[config.mk]
export PLATFORM = sky130hd
export DESIGN_NAME = soft_mute
export DESIGN_NICKNAME = d
export VERILOG_FILES = /design/src/rtl/soft_mute.sv
export SDC_FILE = /design/constraint.sdc
export NUM_CORES = 1
export LEC_CHECK = 0
export ABC_AREA = 1
export CAP_MARGIN = 20
export CORE_UTILIZATION = 46
export CTS_CLUSTER_SIZE = 30
export DETAILED_ROUTE_END_ITERATION = 8
export PLACE_DENSITY_LB_ADDON = 0.08
export SETUP_SLACK_MARGIN = 0.1
export SLEW_MARGIN = 25
export SYNTH_ARGS = -nofsm -noshare
export SYNTH_HDL_FRONTEND = slang
export SYNTH_SLANG_ARGS = --single-unit
[constraint.sdc]
create_clock -name clk_48 -period 6.2 [get_ports clk_48]
set_input_delay 1.24 -clock clk_48 [delete_from_list [all_inputs] [get_ports clk_48]]
set_output_delay 1.24 -clock clk_48 [all_outputs]
set_load 0.02 [all_outputs]
[src/rtl/soft_mute.sv]
// Click-free mute stage: ramps a linear gain between 0 and unity, one step per
// sample, whenever the mute request changes. Output is registered (1-cycle latency).
//
// state    | meaning
// ---------+-----------------------------------------------
// MUTED    | gain held at 0, waiting for unmute request
// FADE_IN  | gain rising one code per sample
// UNMUTED  | gain held at unity, output is input delayed
// FADE_OUT | gain falling one code per sample
module soft_mute #(
    parameter int RAMP_LOG2 = 8
) (
    input  logic        clk_48,
    input  logic        reset_n,
    input  logic        mute,
    input  logic [15:0] muteIn,
    output logic [15:0] muteOut,
    output logic        muted,
    output logic        ramping
);

    localparam int MAX_GAIN = 2 ** RAMP_LOG2;
    localparam int G_W      = RAMP_LOG2 + 1;
    localparam int PROD_W   = 17 + RAMP_LOG2;

    localparam logic [G_W-1:0] G_ZERO = '0;
    localparam logic [G_W-1:0] G_ONE  = G_W'(1);
    localparam logic [G_W-1:0] G_MAX  = G_W'(MAX_GAIN);

    typedef enum logic [1:0] {
        MUTED    = 2'd0,
        FADE_IN  = 2'd1,
        UNMUTED  = 2'd2,
        FADE_OUT = 2'd3
    } state_t;

    state_t         state_q, state_d;
    logic [G_W-1:0] gain_q, gain_d;

    logic signed [PROD_W-1:0] sample_ext;
    logic signed [PROD_W-1:0] gain_ext;
    logic signed [PROD_W-1:0] product;
    logic                     unused_prod_bits;

    always_ff @(posedge clk_48 or negedge reset_n) begin
        if (!reset_n) begin
            state_q <= MUTED;
            gain_q  <= G_ZERO;
        end else begin
            state_q <= state_d;
            gain_q  <= gain_d;
        end
    end

    // Magnitude compares (>= / <=) keep g inside 0..MAX_GAIN even when a
    // reversal lands a fade at its end point instead of one step short of it.
    always_comb begin
        state_d = state_q;
        gain_d  = gain_q;
        case (state_q)
            MUTED: begin
                if (!mute) begin
                    state_d = FADE_IN;
                    gain_d  = G_ONE;
                end else begin
                    gain_d  = G_ZERO;
                end
            end
            FADE_IN: begin
                if (mute) begin
                    state_d = FADE_OUT;
                    gain_d  = gain_q - G_ONE;
                end else if (gain_q >= G_MAX - G_ONE) begin
                    state_d = UNMUTED;
                    gain_d  = G_MAX;
                end else begin
                    gain_d  = gain_q + G_ONE;
                end
            end
            UNMUTED: begin
                if (mute) begin
                    state_d = FADE_OUT;
                    gain_d  = G_MAX - G_ONE;
                end else begin
                    gain_d  = G_MAX;
                end
            end
            FADE_OUT: begin
                if (!mute) begin
                    state_d = FADE_IN;
                    gain_d  = gain_q + G_ONE;
                end else if (gain_q <= G_ONE) begin
                    state_d = MUTED;
                    gain_d  = G_ZERO;
                end else begin
                    gain_d  = gain_q - G_ONE;
                end
            end
            default: begin
                state_d = MUTED;
                gain_d  = G_ZERO;
            end
        endcase
    end

    // Selecting bits above RAMP_LOG2 of the two's-complement product is an
    // arithmetic shift that floors toward -inf; g <= MAX_GAIN keeps it in 16 bits.
    assign sample_ext = {{(PROD_W - 16){muteIn[15]}}, muteIn};
    assign gain_ext   = {{(PROD_W - G_W){1'b0}}, gain_q};
    assign product    = sample_ext * gain_ext;

    assign unused_prod_bits = ^{product[PROD_W-1], product[RAMP_LOG2-1:0]};

    always_ff @(posedge clk_48 or negedge reset_n) begin
        if (!reset_n) begin
            muteOut <= '0;
        end else begin
            muteOut <= product[RAMP_LOG2 +: 16];
        end
    end

    assign muted   = (gain_q == G_ZERO);
    assign ramping = (state_q == FADE_IN) || (state_q == FADE_OUT);

endmodule
Word-level counts from Yosys, hierarchy flattened. Cells that the tools add are included.

Register bits: 27. Logic and storage cells: 33.

$add $sub $neg: 2. Reduce and logical (&&, ||, !) cells: 4. Multiplexer cells: 14. Equal/unequal tests: 7. Magnitude comparators: 2. Multipliers: 1.

Operators with widths (number): two-way mux 9 bit (5); one-hot mux 9 bit (4 select lines) (1); multiplier 16 x 10 -> 24 bit (1); two-way mux 2 bit (6); adder 9 x 1 -> 9 bit, second input constant (1); greater-or-equal comparator 9 x 8 -> 1 bit, second input constant (1); less-or-equal comparator 9 x 1 -> 1 bit, second input constant (1); logical NOT 9 bit (1); subtractor 9 x 1 -> 9 bit, second input constant (1); one-hot mux 2 bit (4 select lines) (1); != test 3 bit, second input constant (2); equality test 2 bit, second input constant (2); != test 2 bit, second input constant (2); AND reduction 4 bit (1); equality test 2 x 1 -> 1 bit, second input constant (1); logical NOT 2 bit (1); logical OR 1 bit (1); two-way mux 1 bit (1).

Depth between registers and ports, before layout. Gate-level depths: netlist of the first run.

Depth after elaboration: 4. Depth in mapped cells: 24. Gate-level depth less buffers: 22.

Least setup slack after synthesis of the first run. No wires, ideal clock.

Path type: in2reg. Start: input port muteIn[5]. End: register muteOut[15]. Setup slack: 0.725 ns. Data required time: 6.082 ns. Stages: 22. Library setup time: 0.118 ns. Arrival time: 5.358 ns. Path buffers: 1. Path through: clkbuf_1 -> nand2_1 -> fa_1 -> inv_1 -> fa_1 -> inv_1 -> fa_1 -> inv_1 -> fa_1 -> inv_1 -> fa_1 -> inv_1 -> ha_1 -> nand2_1 -> nor2_1 -> nand2_1 -> nor2_1 -> nand2_1 -> nand3_1 -> inv_1 -> nand2_1 -> nand2_1.

Word-level cells in the longest chain between the ends: 1.

RTL lines: from (decl) (RTL line 16) `input logic [15:0] muteIn,`; multiplier 16 x 10 -> 24 bit (RTL line 110) `assign product = sample_ext * gain_ext;`; named net product[23] (RTL line 42) `logic signed [PROD_W-1:0] product;`; to (signal assigned) (RTL line 118) `muteOut <= product[RAMP_LOG2 +: 16];`; to (decl) (RTL line 17) `output logic [15:0] muteOut,`.

The timed path passes the listed nets, and every way through them passes these cells. A chain may end at the register's enable or synchronous reset.

Worst setup path in the final report of the first run.
Start: input port muteIn[8]. End: register muteOut[4].

The elaborated chain is that of the path after synthesis.

==> key figures, run 1 <==
Outcome
  – Status: complete, but fails checks
  – Failing checks: design-rule violations

Clock network
  – CTS tree: done
  – Post-CTS sizing: 0
  – Max clock buf depth: 2
  – Clock root buffer: clkbuf_16
  – Worst-path clk slew: roughly 0.070 ns
  – # hold bufs at CTS: 0
  – Clock tree sinks: 27
  – H-tree lvl count: 1
  – Postcts setup bufs: 0
  – Inserted Clock Buffers: 3
  – Worst skew pair latency: around 0.26 ns

Synthesis
  – Syn avg cell area: between 7 and 8 um^2
  – Primary FF master, synth: dfrtp_1
  – EDFF count, synth: 0
  – Yosys reg bits: 27
  – Mapped cell area: approximately 7000 um^2
  – Synthesized Nets: approximately 1200
  – Asr flop ratio synth: 100.0%
  – Seq/Total Area, Yosys: roughly a tenth
  – Netlist cell types: 34
  – Synth warn: 0
  – Post-Syn Instances: between 900 and 1000

Job
  – Max-Cap Viols: 0

Timing
  – Worst-margin pin slew: around 1.1 ns
  – Clock skew: roughly 0.0037 ns
  – Final period util: approximately 94%
  – Minimum clock period: just under 6 ns
  – FMAX: 172.0 MHz
  – RSZ-0062 raised after global routing: no
  – Setup-failing EPs final: 0
  – Final hold slack: roughly 0.56 ns
  – Final setup TNS: 0 ns
  – Final Hold Fails: 0
  – Slew HR: 29.93%
  – Max-slew violations: 0

Floorplan
  – Die area: around 16000 um^2
  – Rows: 44
  – Ports: 37
  – Die width: between 100 and 150 um
  – Die height: around 130 um
  – Starting Density: between 40 and 50%
  – Core area: ~15000 um^2

Global route
  – Largest net degree at the start of global routing: 28
  – Global-route wire length before repair: ~29000 um
  – Initial antenna violation count: 0
  – Vias in the first global route: roughly 6000
  – Total grt overflow: 0
  – All-Layer GR Usage: between 20% and 30%

Placed design
  – IO buf count: 36
  – Post-DP HPWL: between 10000 and 15000 um
  – Final Wtd Congestion: between 0.8 and 0.9

Cells and area
  – Nets: 1199
  – Share of cells above drive strength 1: 8.060%
  – Most frequent cells in the layout: nand2_1, inv_1, fa_1, ha_1, nor2_1
  – FILL cells: ~1500
  – Antenna cells: 0
  – Commonest non-fill, non-tap cell in the layout: nand2_1
  – Syn-to-layout area delta: 11.33%

Setup path
  – Crit path DAT: roughly 6.0 ns
  – Crit path kind: primary input to register
  – Crit path launch type: primary input
  – Critical path fanouts, max: 9
  – R2r setup slk: about 0.93 ns
  – Required @ worst endpoint: about 6.4 ns
  – Worst Setup End Kind: register

Drt
  – Via density: between 4 and 5
  – Vias: between 5000 and 6000
  – DRC violations left: 2
  – Per-cell routed wire length: around 14 um
  – Total wire length: around 16000 um
  – DRT iter0 DRCs: 217
  – DRT antenna net count: 0
  – Drt pass-1 iters: 6

Min path
  – Hold Path Class: register to register
[layout make-up]
type                            count  area, um^2  area share, %
Multi-Input combinational cell    639        5194          66.33
Tap cell                          184       230.2          2.940
Sequential cell                    27       675.6          8.629
Inverter                          260       978.4          12.50
Clock inverter                      1       8.758         0.1119
Clock buffer                        3       75.07         0.9588
Timing Repair Buffer               75       668.1          8.533
[flip-flops by register name, indices dropped and copies added, names as in the netlist]
register  cells
gain_q        9
muteOut      16
state_q       2
[cell families after synthesis]
family,share of synthesized area [%]
AO/OA/AOI/OAI,4.643
flip-flops,9.607
buffers and inverters,16.58
adder cells (fa/ha/maj),43.12
XOR/XNOR,2.491
AND/OR/NAND/NOR,23.55
[layer usage]
layer  share of wire, %  global-route usage [%]  vias up  routed length, um
li1                   -                       -     2859                  -
met1                 45                   29.99     2790               7469
met2                 50                   42.12       77               8308
met3                1.9                   1.317       19                316
met4                2.2                   5.093        0                360
met5                  0                       0        -                  0
[synth_stat cells (all sizes together), types with 3 or more instances]
| library cell | number | area share [%] |
|---|---|---|
| o21bai | 4 | 0.43 |
| nand4 | 8 | 0.71 |
| xor2 | 14 | 1.7 |
| ha | 60 | 11 |
| buf | 16 | 1.6 |
| nor2 | 49 | 3.3 |
| a21oi | 34 | 2.4 |
| o21ai | 19 | 1.5 |
| nor3 | 5 | 0.43 |
| and2 | 3 | 0.27 |
| xnor2 | 6 | 0.75 |
| nand2 | 285 | 16 |
| fa | 114 | 32 |
| inv | 260 | 14 |
| dfrtp | 27 | 9.6 |
| nand3 | 34 | 2.6 |
| clkbuf | 20 | 1.1 |
[stage by stage]
stage | utilization, % | setup WS [ns] | instances | instance area (um^2)
4_1_cts | 53.23 | 0.3390 | 1189 | 7825
3_3_place_gp | 52.66 | 0.08043 | 1185 | 7741
3_5_place_dp | 52.66 | 0.06012 | 1185 | 7741
2_1_floorplan | - | 0.7248 | 962 | 7033
6_report | 53.27 | 0.3867 | 1189 | 7830
5_1_grt | 53.27 | 0.1194 | 1189 | 7830
[critical path, cell delays in order]
cell,delay [ns]
clkdlybuf4s50_1,0.46
buf_4,0.17
nand2_1,0.09
fa_1,0.56
inv_1,0.05
fa_1,0.54
fa_1,0.47
fa_1,0.54
inv_1,0.05
fa_1,0.54
inv_1,0.04
ha_1,0.33
a21oi_1,0.23
o21ai_0,0.18
inv_1,0.08
nand2_1,0.07
a21oi_1,0.17
xnor2_1,0.15
[final timing paths]
kind,from,end,cells after the start
setup / recovery,muteIn[8],muteOut[4],18
max in group asynchronous,reset_n,muteOut[5],2
setup reg to reg,gain_q[4],muteOut[15],19
hold reg to reg,state_q[1],state_q[1],2
hold / removal,state_q[1],state_q[1],2
min in group asynchronous,reset_n,muteOut[0],2
Power of run 1 is not shown: default switching activity piles up to over one toggle a cycle in this logic, so the estimate is an artifact.
==> run 2, diff against run 1 <==
--- a/config.mk
+++ b/config.mk
@@ -7,6 +7,7 @@
 export LEC_CHECK = 0
 export ABC_AREA = 1
 export CAP_MARGIN = 20
+export CORE_MARGIN = 4
 export CORE_UTILIZATION = 46
 export CTS_CLUSTER_SIZE = 30
 export DETAILED_ROUTE_END_ITERATION = 8
==> run 2 against run 1 <==
  * The run now ends clean
  * Global-route usage is 2.4 points lower
  * Worst setup slack worse by 0.036 ns
  * Sequential cell count did not move
  * Final cell count is 0.34% higher
  * Clock skew rose by 0.0029 ns
  * Register-to-register slack better by 0.02 ns
  * Die area increased by 9.8%
  * Sequential share of layout area is 0.071 points lower
  * Critical path type unchanged
==> key figures, run 2 (same netlist as run 1, synthesis figures left out) <==
Outcome
  – Status: finished clean

Drt
  – Vias: 5699 (-0.80%)
  – Drt pass-1 iters: 6 (unchanged)
  – Wire length on met1: 7370 um (-1.3%)
  – Met3 wire length: 369 um (+17%)
  – Met2 WL: 8780 um (+5.7%)
  – DRC violations left: 0 (-2)
  – Total wire length: 16660 um (+1.3%)
  – DRT iter0 DRCs: 209 (-3.7%)
  – DRT antenna net count: 0 (unchanged)
  – Per-cell routed wire length: 13.97 um (+0.93%)
  – Max layer used: met4
  – Via density: 4.777 (-1.1%)

Timing
  – RSZ-0062 raised after global routing: yes
  – Worst-margin pin slew: 0.9941 ns (-0.05699 ns)
  – Max-slew violations: 0 (unchanged)
  – Final period util: 94.35% (+0.58 points)
  – Slew HR: 33.73% (+3.8 points)
  – Final Hold Fails: 0 (unchanged)
  – FMAX: 171.0 MHz (-0.62%)
  – Minimum clock period: 5.849 ns (+0.03606 ns)
  – Setup-failing EPs final: 0 (unchanged)
  – Clock skew: 0.006551 ns (+0.002882 ns)

Floorplan
  – Die width: 131.7 um (+4.8%)
  – Rows: 44 (unchanged)
  – Ports: 37 (unchanged)
  – Die height: 131.7 um (+4.8%)
  – Core area: 14750 um^2 (+0.37%)
  – Starting Density: 47.67% (-0.18 points)
  – Die area: 17330 um^2 (+9.8%)

Setup path
  – Critical R2R Launch: gain_q[5]
  – Worst Setup End Kind: register
  – Crit path kind: primary input to register
  – Path depth of the worst reg2reg path: 17 (-2)
  – Crit path launch type: primary input
  – Crit path DAT: 6.00 ns (about the same)
  – Required @ worst endpoint: 6.35 ns (-0.03 ns)
  – Reg2Reg Capture Point: muteOut[6]
  – Critical path fanouts, max: 5 (-4)
  – R2r setup slk: 0.95 ns (+0.02 ns)

Cells and area
  – Biggest register: muteOut
  – Syn-to-layout area delta: 12.26%
  – Final Core Density: 53.51% (+0.24 points)
  – FF/Latch Area: 675.6 um^2 (unchanged)
  – Area of the multi-input gates: 5206 um^2 (+0.24%)
  – Share of cells above drive strength 1: 8.523% (+0.46 points)
  – FILL cells: 1472 (-1.1%)
  – Finished Layout Cells: 1193 (+0.34%)
  – Design Area, Final: 7895 um^2 (+0.83%)
  – Nets: 1203 (+0.33%)
  – Commonest non-fill, non-tap cell in the layout: nand2_1
  – Antenna cells: 0 (unchanged)
  – Flip-flop count of the largest register after layout: 16 (unchanged)
  – Largest regs: muteOut: 16 flops, gain_q: 9 flops, state_q: 2 flops
  – Most frequent cells in the layout: nand2_1, inv_1, fa_1, ha_1

Placed design
  – IO buf count: 36 (unchanged)
  – Cell Area, Placed: 7784 um^2 (+0.55%)
  – Final Wtd Congestion: 0.8907 (+2.1%)
  – Post-DP HPWL: 14060 um (+1.2%)
  – Placed cell count: 1189 (+0.34%)

Clock network
  – Clock root buffer: clkbuf_16
  – CTS tree: done
  – H-tree lvl count: 1 (unchanged)
  – Worst-path clk slew: 0.07 ns (about the same)
  – Max clock buf depth: 2 (unchanged)
  – Clock tree sinks: 27 (unchanged)
  – Inserted Clock Buffers: 3 (unchanged)
  – Worst skew pair latency: 0.27 ns (about the same)
  – # hold bufs at CTS: 0 (unchanged)

Global route
  – Initial antenna violation count: 0 (unchanged)
  – All-Layer GR Usage: 20.62% (-2.4 points)
  – Global-route wire length before repair: 29470 um (+2.3%)
  – Largest net degree at the start of global routing: 28 (unchanged)
  – Total grt overflow: 0 (unchanged)
  – Vias in the first global route: 5986 (+0.033%)

Min path
  – Hold Path Class: register to register
  – Hold path depth: 2 (unchanged)
  – Hold path endpoint: state_q[1]
  – Hold path start: state_q[1]

Job
  – Max-Cap Viols: 0 (unchanged)
==> run 2: cell count changes in the layout (fill, tap and decap cells not counted), sizes merged <==
| cell | delta |
|---|---|
| buf | +4 |
| clkdlybuf4s50 | -4 |
| dlymetal6s2s | +4 |
==> run 2: how the worst max path moves through the flow <==
stage | from | endpoint | depth (start not counted)
final | muteIn[12] | muteOut[14] | 19
after global routing | muteIn[12] | muteOut[14] | 20
after CTS | muteIn[11] | muteOut[14] | 19
after detailed placement | muteIn[11] | muteOut[14] | 19
after global placement | muteIn[11] | muteOut[14] | 19
after floorplan | muteIn[5] | muteOut[15] | 22
==> run 2: critical path, stage by stage <==
cell             delay (ns)
clkdlybuf4s50_1        0.61
nand2_1                0.12
fa_1                   0.55
inv_1                  0.06
fa_1                   0.52
fa_1                   0.46
fa_1                   0.55
inv_1                  0.06
fa_1                   0.53
inv_1                  0.04
ha_1                   0.35
a21oi_1                0.25
o21ai_0                0.14
nor2_1                 0.14
nand2_2                0.10
nand2_1                0.10
nand2_1                0.05
nand2_1                0.05
nand2_1                0.06
==> run 2: routing by layer <==
| metal | global-route usage [%] | up-vias |
|---|---|---|
| li1 | - | 2870 |
| met4 | 1.692 | 0 |
| met2 | 39.37 | 71 |
| met1 | 26.68 | 2750 |
| met5 | 0 | - |
| met3 | 1.376 | 8 |
==> run 2: area by class of cell <==
| type | count | area share (%) |
|---|---|---|
| Inverter | 260 | 12.39 |
| Clock inverter | 1 | 0.1109 |
| Tap cell | 184 | 2.916 |
| Sequential cell | 27 | 8.558 |
| Clock buffer | 3 | 0.9509 |
| Multi-Input combinational cell | 639 | 65.94 |
| Timing Repair Buffer | 79 | 9.128 |
==> run 2: stage by stage <==
stage | hold slack [ns] | setup slack (ns) | TNS, ns
finish | 0.5587 | 0.3506 | 0
global route | 0.5898 | 0.07910 | 0
CTS | 0.5582 | 0.2703 | 0
detailed placement | 0.5383 | -0.007653 | -0.007653
global placement | 0.5413 | -0.03278 | -0.04222
floorplan | 0.4905 | 0.7248 | 0
==> run 2: timing repair <==
item,CTS,global route
setup endpoints to repair,0,9
setup buffers,0,0
gates resized for setup,0,7
Power of run 2 is left out for the same reason.
==> run 3, diff against run 2 <==
==> constraint.sdc (replaced) <==
create_clock -name clk_48 -period 7.3 [get_ports clk_48]
set_input_delay 1.46 -clock clk_48 [delete_from_list [all_inputs] [get_ports clk_48]]
set_output_delay 1.46 -clock clk_48 [all_outputs]
set_load 0.02 [all_outputs]
==> run 3 against run 2 <==
  * Clock skew about the same
  * Hold slack improved by 0.013 ns
  * Register-to-register slack improved by 0.91 ns
  * Sequential cell count unchanged
  * Sequential share of layout area increased by 0.35 points
  * Non-clock buffer count decreased by 34
  * Via count decreased by 2.0%
  * Wire length increased by 1.6%
  * Core utilization decreased by 2.1 points
  * Final cell count decreased by 2.8%
  * Final area decreased by 3.9%
  * Global-route usage increased by 0.56 points
==> key figures, run 3 (same netlist as run 1, synthesis figures left out) <==
Timing
  – Clock skew: 0.006243 ns (-0.0003076 ns)
  – Max-slew violations: 0 (unchanged)
  – Final period util: between 80% and 90%
  – Final Hold Fails: 0 (unchanged)
  – Slew HR: 31.70% (-2.0 points)
  – Final setup TNS: 0 ns (unchanged)
  – RSZ-0062 raised after global routing: no
  – Setup-failing EPs final: 0 (unchanged)
  – Worst-margin pin slew: 1.025 ns (+0.03047 ns)
  – Minimum clock period: around 6.3 ns
  – FMAX: approximately 160 MHz

Drt
  – Vias: 5584 (-2.0%)
  – Drt pass-1 iters: 4 (-2)
  – DRT iter0 DRCs: 242 (+16%)
  – DRT antenna net count: 0 (unchanged)
  – Per-cell routed wire length: 14.61 um (+4.6%)
  – Total wire length: 16930 um (+1.6%)
  – Via density: 4.818 (+0.86%)
  – DRC violations left: 0 (unchanged)

Cells and area
  – Biggest register: muteOut
  – Final Core Density: 51.42% (-2.1 points)
  – Largest regs: muteOut: 16 flops, gain_q: 9 flops, state_q: 2 flops
  – Flip-flop count of the largest register after layout: 16 (unchanged)
  – Antenna cells: 0 (unchanged)
  – Most frequent cells in the layout: nand2_1, inv_1, fa_1, ha_1, nor2_1
  – Share of cells above drive strength 1: 5.128% (-3.4 points)
  – Syn-to-layout area delta: 7.881%
  – Commonest non-fill, non-tap cell in the layout: nand2_1
  – Nets: 1169 (-2.8%)

Clock network
  – Postcts setup bufs: 0 (unchanged)
  – Worst skew pair latency: 0.26 ns (about the same)
  – # hold bufs at CTS: 0 (unchanged)
  – CTS tree: done
  – Max clock buf depth: 2 (unchanged)
  – Worst-path clk slew: 0.07 ns (about the same)
  – Post-CTS sizing: 0 (unchanged)
  – Inserted Clock Buffers: 3 (unchanged)
  – Clock root buffer: clkbuf_16
  – H-tree lvl count: 1 (unchanged)
  – Clock tree sinks: 27 (unchanged)

Setup path
  – Critical path fanouts, max: 9 (+4)
  – Slowest-stage cell, CP: clkdlybuf4s50_1
  – Worst stage delay on the critical path: 0.73 ns (+0.12 ns)
  – Required @ worst endpoint: 7.46 ns (+1.11 ns)
  – Crit path launch type: primary input
  – Critical path's most frequent cell: fa_1
  – Worst Setup End Kind: register
  – CP startpoint: muteIn[3]
  – Path depth of the worst reg2reg path: 22 (+5)
  – Crit path DAT: 6.48 ns (+0.48 ns)
  – CP cell instances: clkdlybuf4s50_1, nand2_1, fa_1, fa_1, inv_1, fa_1, fa_1, inv_1, fa_1, inv_1, ha_1, a21oi_1, o21ai_0, inv_1, nand2_1, a21oi_1, xnor2_1
  – Crit path kind: primary input to register
  – Reg2Reg Capture Point: muteOut[15]
  – R2r setup slk: 1.86 ns (+0.91 ns)
  – Critical Path End: muteOut[4]
  – Critical R2R Launch: gain_q[3]

Global route
  – Largest net degree at the start of global routing: 28 (unchanged)
  – Global-route wire length before repair: 30030 um (+1.9%)
  – All-Layer GR Usage: 21.18% (+0.56 points)
  – Total grt overflow: 0 (unchanged)
  – Vias in the first global route: 6076 (+1.5%)
  – Initial antenna violation count: 0 (unchanged)

Placed design
  – IO buf count: 36 (unchanged)
  – Final Wtd Congestion: 0.9040 (+1.5%)
  – Post-DP HPWL: 14010 um (-0.33%)

Floorplan
  – Die area: 17330 um^2 (unchanged)
  – Starting Density: 47.67% (unchanged)
  – Die height: 131.7 um (unchanged)
  – Ports: 37 (unchanged)
  – Rows: 44 (unchanged)
  – Die width: 131.7 um (unchanged)
  – Core area: 14750 um^2 (unchanged)

Job
  – Max-Cap Viols: 0 (unchanged)

Min path
  – Hold path start: state_q[0]
  – Hold Path Class: register to register

Outcome
  – Status: finished clean
run 3: changes by cell type in the layout (fill, tap and decap cells not counted), sizes merged:
cell | previous run | this run
buf | 43 | 9
clkdlybuf4s50 | 31 | 36
dlymetal6s2s | 5 | 0
run 3: area by class of cell:
class | instances | area [um^2]
Clock buffer | 3 | 75.07
Clock inverter | 1 | 8.758
Fill cell | 1511 | 7167
Inverter | 260 | 978.4
Multi-Input combinational cell | 639 | 5191
Sequential cell | 27 | 675.6
Tap cell | 184 | 230.2
Timing Repair Buffer | 45 | 427.9
run 3: through the flow:
stage | hold slack (ns) | setup slack (ns) | area (um^2) | instances
6_report | 0.5717 | 0.9759 | 7587 | 1159
4_1_cts | 0.5717 | 0.9388 | 7587 | 1159
5_1_grt | 0.5878 | 0.6955 | 7587 | 1159
3_5_place_dp | 0.5518 | 0.6753 | 7503 | 1155
2_1_floorplan | 0.4905 | 1.605 | 7033 | 962
3_3_place_gp | 0.5365 | 0.6417 | 7503 | 1155
run 3: metal layers:
| layer | up-vias | GRT usage [%] | share of wire (%) |
|---|---|---|---|
| li1 | 2801 | - | - |
| met1 | 2667 | 28.31 | 45 |
| met2 | 88 | 37.65 | 51 |
| met3 | 28 | 1.376 | 2.2 |
| met4 | 0 | 5.309 | 2.2 |
| met5 | - | 0 | 0 |
run 3: how the worst min path moves through the flow:
stage          cells after the start          to  slack [ns]
2_1_floorplan                      2  state_q[1]        0.49
3_3_place_gp                       2  state_q[1]        0.54
3_5_place_dp                       2  state_q[1]        0.55
4_1_cts                            2  state_q[1]        0.57
5_1_grt                            2  state_q[1]        0.59
6_report                           2  state_q[0]        0.57
run 3: critical path, delay by kind of cell:
kind,cells,cell delay (ns)
AOI/OAI and AO/OA,3,0.68
xor gates and xnor gates,1,0.19
adders and majority gates,6,2.96
buffers and inverters,5,0.97
and+or+nand+nor,2,0.21
Power of run 3 is left out for the same reason.
